$ cat src/rtl/fluxo_dados_genius_param.sv
// rtl/fluxo_dados_genius_param.sv - parametrised datapath for the memory-sequence game
module fluxo_dados_genius_param #(
    parameter int NB        = 4,
    parameter int AW        = 4,
    parameter int TIMEOUT_M = 5000,
    parameter int TMR_M     = 500
) (
    input  logic          clock,
    input  logic          reset,
    input  logic [NB-1:0] botoes,
    input  logic          zeraE,
    input  logic          contaE,
    input  logic          zeraL,
    input  logic          contaL,
    input  logic          zeraR,
    input  logic          registraR,
    input  logic          zeraM,
    input  logic          registraM,
    input  logic          escreveM,
    input  logic          zeraTMR,
    input  logic          contaTMR,
    input  logic          zeraTO,
    output logic          fimE,
    output logic          fimL,
    output logic          fimTMR,
    output logic          jogada_feita,
    output logic          jogada_valida,
    output logic          chavesIgualMemoria,
    output logic          enderecoIgualSequencia,
    output logic          enderecoMenorOuIgualSequencia,
    output logic          timeout,
    output logic          db_tem_jogada,
    output logic [AW-1:0] db_contagem,
    output logic [AW-1:0] db_sequencia,
    output logic [NB-1:0] db_jogada,
    output logic [NB-1:0] db_memoria
);

    localparam int DEPTH = 1 << AW;
    localparam int TW    = $clog2(TIMEOUT_M);
    localparam int MW    = $clog2(TMR_M);
    localparam logic [TW-1:0] TO_LAST  = TW'(TIMEOUT_M - 1);
    localparam logic [MW-1:0] TMR_LAST = MW'(TMR_M - 1);

    logic [AW-1:0] r_cnt_e;
    logic [AW-1:0] r_cnt_l;
    logic [NB-1:0] r_jogada;
    logic [NB-1:0] r_mem_out;
    logic [NB-1:0] r_rd_data;
    logic [NB-1:0] r_ram [DEPTH];
    logic          r_tem_d;
    logic          r_jogada_feita;
    logic [TW-1:0] r_to_cnt;
    logic          r_timeout;
    logic [MW-1:0] r_tmr;

    logic          w_tem_jogada;
    logic          w_to_clear;

    assign w_tem_jogada = |botoes;
    assign w_to_clear   = zeraTO | zeraE | contaE | r_jogada_feita;

    always_ff @(posedge clock) begin
        if (!reset) begin
            r_cnt_e <= '0;
            r_cnt_l <= '0;
        end else begin
            if (zeraE)       r_cnt_e <= '0;
            else if (contaE) r_cnt_e <= r_cnt_e + AW'(1);
            if (zeraL)       r_cnt_l <= '0;
            else if (contaL) r_cnt_l <= r_cnt_l + AW'(1);
        end
    end

    always_ff @(posedge clock) begin
        if (!reset) begin
            r_jogada  <= '0;
            r_mem_out <= '0;
        end else begin
            if (zeraR)          r_jogada  <= '0;
            else if (registraR) r_jogada  <= botoes;
            if (zeraM)          r_mem_out <= '0;
            else if (registraM) r_mem_out <= r_rd_data;
        end
    end

    // Memory and its read register are deliberately outside reset so the
    // stored sequence survives a game restart; same-address writes forward.
    always_ff @(posedge clock) begin
        if (escreveM) begin
            r_ram[r_cnt_e] <= r_jogada;
            r_rd_data      <= r_jogada;
        end else begin
            r_rd_data      <= r_ram[r_cnt_e];
        end
    end

    always_ff @(posedge clock) begin
        if (!reset) begin
            r_tem_d        <= 1'b0;
            r_jogada_feita <= 1'b0;
        end else begin
            r_tem_d        <= w_tem_jogada;
            r_jogada_feita <= w_tem_jogada & ~r_tem_d;
        end
    end

    always_ff @(posedge clock) begin
        if (!reset) begin
            r_to_cnt  <= '0;
            r_timeout <= 1'b0;
        end else if (w_to_clear) begin
            r_to_cnt  <= '0;
            r_timeout <= 1'b0;
        end else if (!w_tem_jogada && !r_timeout) begin
            if (r_to_cnt == TO_LAST) r_timeout <= 1'b1;
            else                     r_to_cnt  <= r_to_cnt + TW'(1);
        end
    end

    always_ff @(posedge clock) begin
        if (!reset)                r_tmr <= '0;
        else if (zeraTMR)          r_tmr <= '0;
        else if (contaTMR) begin
            if (r_tmr == TMR_LAST) r_tmr <= '0;
            else                   r_tmr <= r_tmr + MW'(1);
        end
    end

    assign fimE                          = (r_cnt_e == {AW{1'b1}});
    assign fimL                          = (r_cnt_l == {AW{1'b1}});
    assign fimTMR                        = (r_tmr == TMR_LAST);
    assign jogada_feita                  = r_jogada_feita;
    assign jogada_valida                 = (r_jogada != '0) && ((r_jogada & (r_jogada - NB'(1))) == '0);
    assign chavesIgualMemoria            = (r_jogada == r_rd_data);
    assign enderecoIgualSequencia        = (r_cnt_e == r_cnt_l);
    assign enderecoMenorOuIgualSequencia = (r_cnt_e <= r_cnt_l);
    assign timeout                       = r_timeout;
    assign db_tem_jogada                 = w_tem_jogada;
    assign db_contagem                   = r_cnt_e;
    assign db_sequencia                  = r_cnt_l;
    assign db_jogada                     = r_jogada;
    assign db_memoria                    = r_mem_out;

endmodule

$ cat config.mk
export PLATFORM = sky130hd
export DESIGN_NAME = fluxo_dados_genius_param
export DESIGN_NICKNAME = d
export VERILOG_FILES = /design/src/rtl/fluxo_dados_genius_param.sv
export SDC_FILE = /design/constraint.sdc
export NUM_CORES = 1
export LEC_CHECK = 0
export ABC_AREA = 1
export BUFFER_PORTS_ARGS = -buffer_cell sky130_fd_sc_hd__buf_2
export CORE_MARGIN = 1.5
export CORE_UTILIZATION = 50
export CTS_BUF_LIST = sky130_fd_sc_hd__clkbuf_8
export DETAILED_ROUTE_END_ITERATION = 10
export GPL_ROUTABILITY_DRIVEN = 0
export PLACE_DENSITY = 0.79
export SYNTH_ARGS = -nofsm -noshare
export SYNTH_HDL_FRONTEND = slang
export SYNTH_SLANG_ARGS = --single-unit
$ cat constraint.sdc
create_clock -name clock -period 2 [get_ports clock]
set_clock_uncertainty 0.15 [all_clocks]
set_input_delay 0.2 -clock clock [delete_from_list [all_inputs] [get_ports clock]]
set_output_delay 0.2 -clock clock [all_outputs]
set_load 0.005 [all_outputs]
# After elaboration in Yosys (flattened, before gate mapping)
# Memory sizes are Yosys's and may differ from the RTL's. A register that Yosys moved wholly into a read port is not among the register bits.
# Index checks and enable logic that the tools add are counted.
# totals
ramBits,64
output_inout_bits,26
inputBits,18
memories,1
register_bits,41
# mem_list
name,words,width,rd,rd_clocked_by_memory_dff,wr,line_no,rtl
r_ram,16,4,1,1,1,50,logic [NB-1:0] r_ram [DEPTH];
# classes
n_mux,3
bitwise_logic,8
order_cmp,1
reduce_logical,15
eq_ne,6
add_sub_neg,5
# ops
cell,count
adder 13 x 1 -> 13 bit (second input constant),1
equality test 13 bit (second input constant),1
OR reduction 2 bit,6
adder 9 x 1 -> 9 bit (second input constant),1
equality test 9 bit (second input constant),1
two-way mux 9 bit,1
adder 4 x 1 -> 4 bit (second input constant),2
equality test 4 bit,2
equality test 4 bit (second input constant),2
bitwise AND 4 bit,1
<= comparator 4 bit,1
logical NOT 4 bit,1
AND reduction 2 bit,2
nonzero test 4 bit,1
OR reduction 4 bit,1
subtractor 4 x 1 -> 4 bit (second input constant),1
inverter 1 bit,3
bitwise OR 1 bit,3
logical AND 1 bit,2
logical NOT 1 bit,2
two-way mux 1 bit,2
bitwise AND 1 bit,1

# Longest topological paths before layout
# logic_depth
depth_word,4
mapped_depth,13
mapped_depth_nobuf,11

# Least setup slack after synthesis
# OpenSTA, ideal clock, no wires.
# synth_timing
path_kind,flip-flop to flip-flop
start,register r_to_cnt[0]
end,register r_to_cnt[1]
period_less_slack_ps,1593
required_time_ps,1734
n_path_buf,1
path_slack_ps,407
stages_incl_launch_ff,10
t_arrival_ps,1327
cell_sequence,dfxtp_1 > ha_1 > inv_1 > nor4_2 > nand3_1 > nand2_2 > inv_2 > buf_6 > nor2_1 > nor2_1
# synth_between
elab_chain_len,3
word_cells_on_any_way,4
cone_classes,1 x add/sub; 1 x eq/ne; 1 x bitwise; 1 x reduce/logical
# synth_rtl
item,line_no,rtl
"start, declared",53,logic [TW-1:0] r_to_cnt;
"start signal, assigned",117,else r_to_cnt <= r_to_cnt + TW'(1);
branches (longest 3 deep; another with adder 13 x 1 -> 13 bit),n/a,
# Several ways; the timed one is not identified.
# A chain may end at the register's enable or synchronous reset.

==> run metrics <==
critical path data arrival time=1.83 ns; post-synthesis async set-or-reset flop share=0%; Die H=approximately 100 um; peak supply drop=0.367 mV; CTS tree=built; Synthesis Warnings=0; Max Slew Vio Count=0; H-tree level count=3; WHS=0.0443 ns; CP most frequent cell=nand2_1; Post-Syn Instances=579; CP Capture Type=output pin; CTS sink count=between 100 and 150; fin crit share=109%; Initial Util=between 50% and 60%; crit path launch type=register; Avg Inst Size Synth=8.72 um^2; Post-Route WL=11.1 mm; via count=4,115; #FFs+latches synth=109; Die Wd=104 um; 1st-iter DRT viols=about 380; # nets final=683; outcome=finished, violations left; die area=10,700 um^2; Routed WL per cell=14.0 um; pwr/cell area=about 700 nW/um^2; Filler cells=815; first-pass GRT wire length=17.8 mm; CP Data Required Time=between 1.5 and 2 ns; Hold Violations, Final=0; Net Sw Frac=a little under a quarter; number of synthesized flops with an enable pin=64; max frequency=458 MHz; Bufs on Longest Clock Path=2; Cells after DPL=about 760; critical path peak fanout=14; reg2reg setup slack=0.08 ns; vias in the first global route=3,827; post-synthesis cell type count=32; most frequent cells in the layout=nand2_1, inv_1, edfxtp_1; sequential area share after synthesis=a little under three fifths; crit-path max cell delay=between 0.4 and 0.5 ns; Comb pwr share=approximately 7.5%; P_int=0.00309 W; IO Pins=44; Synth Cell Area=roughly 5100 um^2; Reg power frac=59.9%; Tmin final=2.18 ns; clk slew on worst S/H paths=0.10 ns; layout cells sized above 1=between 10% and 20%; Clk network pwr share=around a third; largest net degree at the start of global routing=32; All-Layer GR Usage=20.8%; P_sw=0.000937 W; DRT antenna net count=0; initial antenna violation count=0; maxcap violations=0; main flop type after synthesis=edfxtp_1; Leak Pwr=2.47 nW; commonest non-fill, non-tap cell in the layout=nand2_1; drc violations=0; actual slew at the worst max-slew pin=0.424 ns; crit path kind=reg2out; n_diodes=0; # rows=36; failing checks=setup timing; PnR worst setup slack=-0.183 ns; Root Buffer=clkbuf_8; Port Buf Inserts=43; final std cells w/o fill=between 700 and 800; Hold Crit Class=in2reg; router iterations before antenna repair=5; relative slew slack=71.6%; final setup vio count=1; RSZ-0062 raised after global routing=yes; Overflow after GRT=0; syn nets=608; TritonCTS Buffers=9; vias per inst=5.20; later-pin clock latency in the skew report=0.38 ns; CORE AREA=9770 um^2; slowest CP cell=dfxtp_4; HPWL after DPL=7.59 mm; worst path cell trace=buf_8, nor2_1, nor2_1, o21ai_0, nand3_1, nand3_1, nand2_1, nand2_1, nand2_1, nand2_1, nor2_1, buf_2; Syn-to-layout area delta=17.0%
==> worst max-delay path: cells and delay by family, from the launching register on <==
kind / cells / cell delay, ns
and+or+nand+nor: 9 / 0.68
DFF: 1 / 0.42
buffers and inverters: 2 / 0.28
AOI/OAI and AO/OA: 1 / 0.09
==> kinds of logic after synthesis <==
logic type | synth area share [%]
AOI/OAI and AO/OA | 5.60
xor gates and xnor gates | 1.91
adders and majority gates | 2.72
buffers and inverters | 8.20
DFF | 55.9
and+or+nand+nor | 25.7
==> synthesized netlist by cell type (all sizes together), types with 5 or more instances <==
| cell type | n | area [um^2] |
|---|---|---|
| o21ai | 10 | 50.1 |
| a211oi | 5 | 37.5 |
| edfxtp | 64 | 1920 |
| nand3 | 52 | 260 |
| inv | 83 | 314 |
| nor2 | 61 | 229 |
| ha | 11 | 138 |
| dfxtp | 45 | 901 |
| buf | 13 | 100 |
| a21oi | 20 | 111 |
| nand2 | 161 | 607 |
| nor3 | 17 | 85.1 |
| xor2 | 7 | 61.3 |
| nor4 | 6 | 50.0 |
==> per-layer routing <==
| layer | vias to the layer above | routed length (um) | global-route usage (%) |
|---|---|---|---|
| li1 | 2035 | - | - |
| met1 | 1910 | 4680 | 26.2 |
| met2 | 145 | 5500 | 35.3 |
| met3 | 25 | 718 | 5.29 |
| met4 | 0 | 223 | 6.45 |
| met5 | - | 0 | 0 |
==> final timing paths <==
check | from | cells past startpoint | end
min | reset | 5 | db_contagem[0]
max reg2reg | db_contagem[1] | 5 | db_contagem[1]
min reg2reg | r_tem_d | 1 | jogada_feita
max | register | 12 | chavesIgualMemoria
==> flip-flops by register name, summed over array words and instances (netlist names), named ones only <==
register / flops
db_contagem: 4
db_jogada: 4
db_memoria: 4
db_sequencia: 4
jogada_feita: 1
r_ram: 64
r_tem_d: 1
r_tmr: 9
r_to_cnt: 13
timeout: 1
==> metrics by stage <==
stage	setup WS [ns]	utilization (%)	TNS, ns	instance area (um^2)	total power, W
finish	-0.183	60.4	-0.183	5910	0.00402
global route	-0.307	60.4	-0.389	5910	0.00416
CTS	-0.146	59.8	-0.146	5850	0.00402
detailed placement	0.166	55.7	0	5450	0.00273
global placement	0.198	55.7	0	5450	0.00272
floorplan	0.407	-	0	5050	0.00263
==> repair_timing <==
item / CTS / global route
gates resized for setup: 19 / 11
endpoints found under the hold margin: 16 / 0
setup endpoints to repair: 2 / 3
hold buffers: 14 / 0
buffers inserted: 2 / 3
pin swaps: 0 / 4
==> final cells by class <==
class / count / area [um^2] / area share [%]
flip-flops and latches: 109 / 2840 / 48.0
repair buffers: 77 / 520 / 8.81
clock inverters: 7 / 68.8 / 1.16
multi-input cells: 374 / 1870 / 31.6
clock buffers: 9 / 124 / 2.10
well taps: 133 / 166 / 2.82
inverters: 83 / 324 / 5.48
==> power groups by stage <==
stage / registers (W) / logic (W) / clock network [W]
finish: 0.00241 / 0.000300 / 0.00131
global route: 0.00241 / 0.000338 / 0.00141
CTS: 0.00241 / 0.000293 / 0.00132
detailed placement: 0.00246 / 0.000268 / 0
global placement: 0.00246 / 0.000262 / 0
floorplan: 0.00246 / 0.000162 / 0
Note: power is estimated with default switching activity, not from simulation.
